**src/rtl/ascon_stream_ctrl.sv**
```systemverilog
// ascon_stream_ctrl: host-side sequencer for the ASCON-128 core.
// Takes a session config, then feeds one block at a time through the core.
`timescale 1ns/1ps
module ascon_stream_ctrl #(
  parameter int RATE           = 64,
  parameter int KEY_WIDTH      = 128,
  parameter int NONCE_WIDTH    = 128,
  parameter int TIMEOUT_CYCLES = 255
) (
  input  logic                   clk,
  input  logic                   rst,
  input  logic                   cfg_valid,
  output logic                   cfg_ready,
  input  logic                   cfg_mode,
  input  logic [KEY_WIDTH-1:0]   cfg_key,
  input  logic [NONCE_WIDTH-1:0] cfg_nonce,
  input  logic                   in_valid,
  output logic                   in_ready,
  input  logic [RATE-1:0]        in_data,
  input  logic                   in_last,
  output logic                   out_valid,
  input  logic                   out_ready,
  output logic [RATE-1:0]        out_data,
  output logic                   out_last,
  input  logic                   abort,
  output logic                   core_start,
  output logic                   core_mode,
  output logic [KEY_WIDTH-1:0]   core_key,
  output logic [NONCE_WIDTH-1:0] core_nonce,
  output logic [RATE-1:0]        core_data_in,
  input  logic [RATE-1:0]        core_data_out,
  input  logic                   core_done,
  output logic [15:0]            blk_count,
  output logic                   session_done,
  output logic                   err
);

  typedef enum logic [2:0] {
    IDLE,
    ACCEPT,
    START,
    WAIT,
    OUT
  } state_t;

  localparam logic [15:0] TMO_LAST = 16'(TIMEOUT_CYCLES - 1);

  state_t           state;
  state_t           state_nx;
  logic [15:0]      tmo_cnt;
  logic             mode_q;
  logic [KEY_WIDTH-1:0]   key_q;
  logic [NONCE_WIDTH-1:0] nonce_q;
  logic [RATE-1:0]  din_q;
  logic             last_q;

  logic cfg_fire;
  logic in_fire;
  logic done_fire;
  logic tmo_fire;
  logic out_fire;
  logic tmo_hit;

  assign tmo_hit   = (tmo_cnt == TMO_LAST);
  assign cfg_fire  = cfg_valid && cfg_ready;
  assign in_fire   = in_valid && in_ready;
  assign done_fire = (state == WAIT) && core_done && !abort;
  assign tmo_fire  = (state == WAIT) && !core_done && tmo_hit && !abort;
  assign out_fire  = out_valid && out_ready && !abort;

  assign core_mode    = mode_q;
  assign core_key     = key_q;
  assign core_nonce   = nonce_q;
  assign core_data_in = din_q;

  always_ff @(posedge clk or negedge rst) begin
    if (!rst) begin
      state <= IDLE;
    end else begin
      state <= state_nx;
    end
  end

  always_comb begin
    state_nx   = state;
    cfg_ready  = 1'b0;
    in_ready   = 1'b0;
    core_start = 1'b0;
    out_valid  = 1'b0;
    unique case (state)
      IDLE: begin
        cfg_ready = !abort;
        if (cfg_valid) state_nx = ACCEPT;
      end
      ACCEPT: begin
        in_ready = !abort;
        if (in_valid) state_nx = START;
      end
      START: begin
        core_start = 1'b1;
        state_nx   = WAIT;
      end
      WAIT: begin
        if (core_done)    state_nx = OUT;
        else if (tmo_hit) state_nx = IDLE;
      end
      OUT: begin
        out_valid = 1'b1;
        if (out_ready) state_nx = out_last ? IDLE : ACCEPT;
      end
      default: state_nx = IDLE;
    endcase
    // abort beats every other transition and suppresses the start pulse
    if (abort) begin
      state_nx   = IDLE;
      core_start = 1'b0;
    end
  end

  always_ff @(posedge clk or negedge rst) begin
    if (!rst) begin
      mode_q  <= 1'b0;
      key_q   <= '0;
      nonce_q <= '0;
      din_q   <= '0;
      last_q  <= 1'b0;
    end else begin
      if (cfg_fire) begin
        mode_q  <= cfg_mode;
        key_q   <= cfg_key;
        nonce_q <= cfg_nonce;
      end
      if (in_fire) begin
        din_q  <= in_data;
        last_q <= in_last;
      end
    end
  end

  always_ff @(posedge clk or negedge rst) begin
    if (!rst) begin
      tmo_cnt <= '0;
    end else if (state == START) begin
      tmo_cnt <= '0;
    end else if (state == WAIT) begin
      tmo_cnt <= tmo_cnt + 16'd1;
    end
  end

  always_ff @(posedge clk or negedge rst) begin
    if (!rst) begin
      out_data     <= '0;
      out_last     <= 1'b0;
      blk_count    <= '0;
      session_done <= 1'b0;
      err          <= 1'b0;
    end else begin
      session_done <= out_fire && out_last;
      if (cfg_fire) blk_count <= '0;
      if (done_fire) begin
        out_data  <= core_data_out;
        out_last  <= last_q;
        blk_count <= blk_count + 16'd1;
      end
      if (tmo_fire) err <= 1'b1;
    end
  end

endmodule
```
**config.mk**
```make
export PLATFORM = sky130hd
export DESIGN_NAME = ascon_stream_ctrl
export DESIGN_NICKNAME = d
export VERILOG_FILES = /design/src/rtl/ascon_stream_ctrl.sv
export SDC_FILE = /design/constraint.sdc
export NUM_CORES = 1
export LEC_CHECK = 0
export ABC_AREA = 0
export BUFFER_PORTS_ARGS = -buffer_cell sky130_fd_sc_hd__buf_4
export CORE_AREA = 2 2 309 311
export DETAILED_ROUTE_END_ITERATION = 10
export DIE_AREA = 0 0 311 313
export GPL_ROUTABILITY_DRIVEN = 0
export PLACE_DENSITY_LB_ADDON = 0.25
export SYNTH_ARGS = -nofsm -noshare
export SYNTH_HDL_FRONTEND = slang
export SYNTH_SLANG_ARGS = --single-unit
```
**constraint.sdc**
```tcl
create_clock -name clk -period 2.1 [get_ports clk]
set_clock_uncertainty 0.1 [all_clocks]
set_input_delay 0.315 -clock clk [delete_from_list [all_inputs] [get_ports clk]]
set_output_delay 0.315 -clock clk [all_outputs]
set_load 0.01 [all_outputs]
```
==> metrics, run 1 <==
outcome=finished, violations left; failing checks=setup timing; RSZ-0062 raised after global routing=yes; post-DP HPWL=46,400 um; final setup vio count=58; final non-filler cell area=30,500 sq um; first-pass GRT wire length=98,600 um; Yosys warning total=0; Synth area leaders=dfrtp_1, nand2_1, mux2_1; Via density=3.77; post-synth top area cell=dfrtp_1; die outline width=311 um; Rows=113; clock sink total=424; sequential element share of the synthesized area=63.7%; commonest cells in the netlist=nand2_1, dfrtp_1, mux2_1; post-route non-filler standard cell count=4,133; simple-gate share of the synthesized area=20.9%; via count=15,600; top-count cell post-synth=nand2_1; CTS buffer count=52; IO buf count=800; top-area cell type share of the netlist area=63.7%; H-tree lvl count=2; clock root cell=clkbuf_16; Setup Crit Path Kind=primary input to flip-flop; Placed Cells incl. Taps=3,635; FF-to-FF Start=state[1]; XOR/XNOR Fraction of Synth Area=0.368%; post-route antenna net violation count=0; grt total ovfl=0; Initial Util=17.7%; final hold vios=0; Max Freq=0.462 GHz; vias in the first global route=16,700; # IOs=801; CP endpoint kind=flip-flop; min-delay worst type=primary input to asynchronous set/reset pin; DIE AREA=97,300 sq um; final worst-path cycle share=103%; max cap viols=0; cell area after synthesis=16,700 sq um; Core Area=94,200 sq um; Die Ht=313 um; async set or reset register ratio after synthesis=100%; Clk Latency, worst-skew pair=0.60 ns; CP startpoint kind=primary input; Final Max Slew Viols=0; Crit Path Max Fanout=145; # DRC=0; Worst-Margin Slew=0.927 ns; post-layout min period=2.16 ns; initial antenna violation count=1; Req. time, crit path=2.49 ns; TritonRoute pass-1 iters=5; largest net degree at the start of global routing=146; per-cell routed wire length=15.4 um; CTS tree=done; Placed Instance Area=24,700 sq um; Primary FF master, synth=dfrtp_1; Power Density=1230 nW/um^2; Iter 0 DRT Violations=689; syn nets=1,978; CP startpoint=abort; Setup WS post-layout=-0.0638 ns; Reg2Reg Setup Slack=-0.04 ns; cell count after synthesis=1,582; Fill cells=9,759; Worst R2R End=core_nonce[68]; crit path capture=core_nonce[68]; Mapped Avg Cell Area=10.5 sq um; clk slew on worst S/H paths=0.06 ns; CP Data Arrival Time=2.55 ns; Leak Pwr=0.0159 uW; Slew headroom=38.2%; WL final=63,500 um; adder-cell share of the synthesized area=0.225%; main combinational cell family by area after synthesis=simple AND/OR/NAND/NOR gates; flop and latch count out of synthesis=424; Max rail drop VDD=0.717 mV; EDFF count, synth=0; Netlist cell types=49; CTS Buffer Depth=3; mux cell area share after synthesis=10.8%; depth of the worst register-to-register path=8; total global-route track usage=12.8%; layout cells sized above 1=36.2%; Power Total=37,600 uW; final layout net count=3,221; Compound-Gate Fraction of Synth Area=1.41%; area growth from synthesis to layout=83.2%
## sequential cells by signal, summed over array words and instances (netlist names)
| register | flops |
|---|---|
| err | 1 |
| session_done | 1 |
| out_data | 64 |
| last_q | 1 |
| state | 3 |
| core_data_in | 64 |
| tmo_cnt | 16 |
| core_nonce | 128 |
| out_last | 1 |
| core_key | 128 |
| blk_count | 16 |
| core_mode | 1 |
## worst min-delay path by stage
stage,start,endpoint,slack [ns],cells past startpoint
final,rst,core_key[65],0.12,2
after global placement,rst,core_key[65],0.15,1
after global routing,in_valid,state[1],0.11,4
after CTS,abort,state[1],0.06,4
after detailed placement,rst,core_data_in[54],0.16,1
after floorplan,rst,blk_count[0],-0.08,0
## cell usage in the layout, fill, tap and decap left out, drive strengths merged, types with 2 or more instances in the layout
cell and n:
buf 877, nand2 803, dfrtp 424, dlygate4sd3 391, mux2 131, clkbuf 75
clkinv 16, nor2 16, o21ai 15, mux2i 14, a21oi 10, nand3 9
nand4 9, inv 9, nor3 8, and4 5, xnor2 5, bufinv 4
and2 4, o31ai 3, or4 3, or3 3, ha 3, or3b 3
nor4 3, and3 2, xor2 2, a22o 2, nor3b 2, o22ai 2
## cell families (layout without fill, tap and decap cells)
group | count (synthesis) | after routing
multiplexers | 145 | 145
AO/OA/AOI/OAI | 39 | 39
XOR/XNOR | 7 | 7
adder cells (fa/ha/maj) | 3 | 3
buffers and inverters | 87 | 1372
AND/OR/NAND/NOR | 877 | 877
other | 0 | 1
flip-flops | 424 | 424
## worst max-delay path, cell delays in order
cell and delay, ns:
dlygate4sd3_1 0.56, buf_4 0.15, buf_4 0.16, nor4_4 0.24, buf_4 0.16, buf_4 0.11
nand2_4 0.06, buf_12 0.20, nand2_1 0.24, nand2_1 0.07
## final cells by class
type,instances,area [sq um],share of cell area [%]
inverter,7,26.3,0.0861
clock inverter,22,225,0.738
sequential,424,10600,34.8
multi-input combinational,1071,5700,18.7
tap,1265,1580,5.18
timing repair buffer,1269,10800,35.5
clock buffer,74,1540,5.03
antenna,1,2.50,0.00820
## routing by layer
metal,global-route usage (%),part of all wire [%],vias up,wire length [um]
li1,-,-,7546,-
met2,21.9,49,555,31200
met3,3.79,7.5,102,4730
met1,15.2,40,7382,25600
met5,0,0,-,0
met4,4.50,3.1,0,1970
## power breakdown
| part | leakage, uW | total (uW) | internal [uW] | switching (uW) |
|---|---|---|---|---|
| Clock | 0.000885 | 9240 | 5560 | 3670 |
| Sequential | 0.00535 | 13700 | 11700 | 2030 |
| Combinational | 0.00965 | 14700 | 7720 | 6940 |
| Total | 0.0159 | 37600 | 24900 | 12600 |
## metrics by stage
| stage | hold slack [ns] | util (%) | setup TNS (ns) | setup slack [ns] |
|---|---|---|---|---|
| finish | 0.122 | 32.4 | -1.87 | -0.0638 |
| global route | 0.107 | 32.4 | -1.27 | -0.127 |
| CTS | 0.0619 | 32.3 | -0.379 | -0.117 |
| detailed placement | 0.155 | 26.2 | 0 | 0.0350 |
| global placement | 0.153 | 26.2 | 0 | 0.0617 |
| floorplan | -0.0806 | - | 0 | 0.207 |
## repair_timing
| action | CTS | global route |
|---|---|---|
| pin swaps | 3 | 6 |
| setup endpoints to repair | 4 | 72 |
| cloned | 0 | 1 |
| gates resized for setup | 13 | 10 |
| hold buffers | 391 | 1 |
| buffers inserted | 6 | 4 |
| hold endpoints to repair | 686 | 1 |
Power figures use the tool's default switching activity.
==> run 2, diff against run 1 <==
--- a/config.mk
+++ b/config.mk
@@ -15,3 +15,4 @@
 export SYNTH_ARGS = -nofsm -noshare
 export SYNTH_HDL_FRONTEND = slang
 export SYNTH_SLANG_ARGS = --single-unit
+export TNS_END_PERCENT = 1
==> run 2 against run 1 <==
Against the previous run:
- count of clock-buffer cells in the layout did not move
- non-clock buffer count fell by 3
- clock power barely moved
- register-to-register slack improved by 0.02 ns
- worst hold slack barely moved
- cell count barely moved
- sequential share of layout area rose by 0.078 points
- wire length fell by 0.21%
- the flow still finishes with violations (setup timing)
- largest power group unchanged
- global-route usage did not move
==> metrics, run 2 (synthesis results as in run 1) <==
outcome=finished, violations left; failing checks=setup timing; clk slew on worst S/H paths=0.06 ns (about the same); Placed Instance Area=24,700 sq um (unchanged); final hold vios=0 (unchanged); die outline width=311 um (unchanged); Clk Latency, worst-skew pair=0.60 ns (about the same); WL final=63,300 um (-0.21%); grt total ovfl=0 (unchanged); area growth from synthesis to layout=82.8%; total global-route track usage=12.8% (unchanged); post-layout min period=2.15 ns (-0.0188 ns); CTS Buffer Depth=3 (unchanged); CP startpoint=state[0]; Iter 0 DRT Violations=713 (+3.5%); final core occ=32.4% (-0.073 points); TritonRoute pass-1 iters=6 (+1); # DRC=0 (unchanged); DIE AREA=97,300 sq um (unchanged); most used cell, CP=buf_6; layout cells sized above 1=36.0% (-0.17 points); final hold slack=0.122 ns (-0.000219 ns); first-pass GRT wire length=98,600 um (unchanged); clock root cell=clkbuf_16; via count=15,500 (-0.35%); RSZ-0062 raised after global routing=yes; CP peak stage delay=0.45 ns (-0.11 ns); H-tree lvl count=2 (unchanged); Crit Path Max Fanout=6 (-96%); Crit-path slowest cell=dfrtp_2; post-route antenna net violation count=0 (unchanged); FF-to-FF Start=state[1]; CP endpoint kind=output port; final setup vio count=11 (-81%); min-delay worst type=primary input to asynchronous set/reset pin; final worst-path cycle share=102% (-0.89 points); Setup WS post-layout=-0.0450 ns (+0.0188 ns); Rows=113 (unchanged); Max rail drop VDD=0.716 mV (-0.15%); Final Max Slew Viols=0 (unchanged); per-cell routed wire length=15.3 um (-0.14%); CP Data Arrival Time=1.73 ns (-0.82 ns); Setup Crit Path Kind=flip-flop to output port; final layout net count=3,218 (-0.093%); critical-path cell list=buf_6 > or3b_4 > inv_2 > buf_6; Power Density=1230 nW/um^2 (about the same); initial antenna violation count=1 (unchanged); Via density=3.76 (-0.27%); post-DP HPWL=46,400 um (unchanged); Core Area=94,200 sq um (unchanged); CP startpoint kind=flip-flop; commonest cells after routing, fill and taps aside=buf_4, nand2_1, dfrtp_1; Max Freq=0.466 GHz (+0.87%); final non-filler cell area=30,500 sq um (-0.23%); Worst-Margin Slew=0.885 ns (-0.0415 ns); CTS tree=done; Leak Pwr=0.0159 uW (-0.17%); Setup Slack @ Placement=0.0350 ns (unchanged); largest net degree at the start of global routing=146 (unchanged); Initial Util=17.7% (unchanged); Fill cells=9,764 (+0.051%); depth of the worst register-to-register path=8 (unchanged); Die Ht=313 um (unchanged); clock sink total=424 (unchanged); max cap viols=0 (unchanged); Slew headroom=41.0% (+2.8 points); IO buf count=800 (unchanged); # IOs=801 (unchanged); Req. time, crit path=1.68 ns (-0.81 ns); vias in the first global route=16,700 (-0.012%); commonest non-fill, non-tap cell in the layout=buf_4; CTS buffer count=52 (unchanged)
==> run 2: cell types whose count changed in the layout (fill, tap and decap cells not counted), sizes merged <==
cell and delta:
buf -2, clkbuf -1
==> run 2: path summary, 6_finish.rpt <==
kind                                       end  slack [ns]
worst min-delay path              core_key[65]        0.12
worst max register to register     core_key[8]       -0.02
min in group clk                      state[1]        0.13
worst max-delay path                 out_valid       -0.05
worst min register to register  core_nonce[29]        0.37
max in group asynchronous        core_nonce[8]        0.99
==> run 2: per-stage QoR <==
step	cells	setup TNS, ns	power (uW)
2_1_floorplan	1582	0	19400
3_3_place_gp	3635	0	27800
3_5_place_dp	3635	0	27900
4_1_cts	4127	-0.379	38100
5_1_grt	4129	-0.721	40000
6_report	4130	-0.120	37500
==> run 2: where the power goes <==
part / internal [uW] / total (uW) / switching, uW / leakage [uW]
combinational: 7680 / 14600 / 6920 / 0.00962
sequential: 11700 / 13700 / 2030 / 0.00535
clock: 5560 / 9230 / 3660 / 0.000885
==> run 2: routing by layer <==
layer	track usage, %	routed length (um)	up-vias
met5	0	0	-
met4	4.50	1910	0
met3	3.79	4690	97
met2	21.9	31100	559
met1	15.2	25700	7341
li1	-	-	7534
==> run 2: final cells by class <==
type                    instances  area, sq um  area share [%]
well taps                    1265         1580            5.20
clock inverters                22          225           0.739
clock buffers                  74         1540            5.04
multi-input cells            1071         5680            18.6
repair buffers               1266        10800            35.5
inverters                       7         26.3          0.0863
flip-flops and latches        424        10600            34.8
diodes                          1         2.50         0.00821
==> run 2: worst max-delay path: cells and delay by family (launching register included) <==
family / cells / cell delay (ns)
simple gates: 1 / 0.38
flops: 1 / 0.45
buf+inv: 3 / 0.29
==> run 2: repair_timing <==
item / CTS / global route
hold buffers: 391 / 0
buffers inserted: 6 / 2
setup endpoints to repair: 4 / 72
pin swaps: 3 / 3
hold endpoints to repair: 686 / 0
gates cloned: 0 / 0
gates resized for setup: 13 / 4
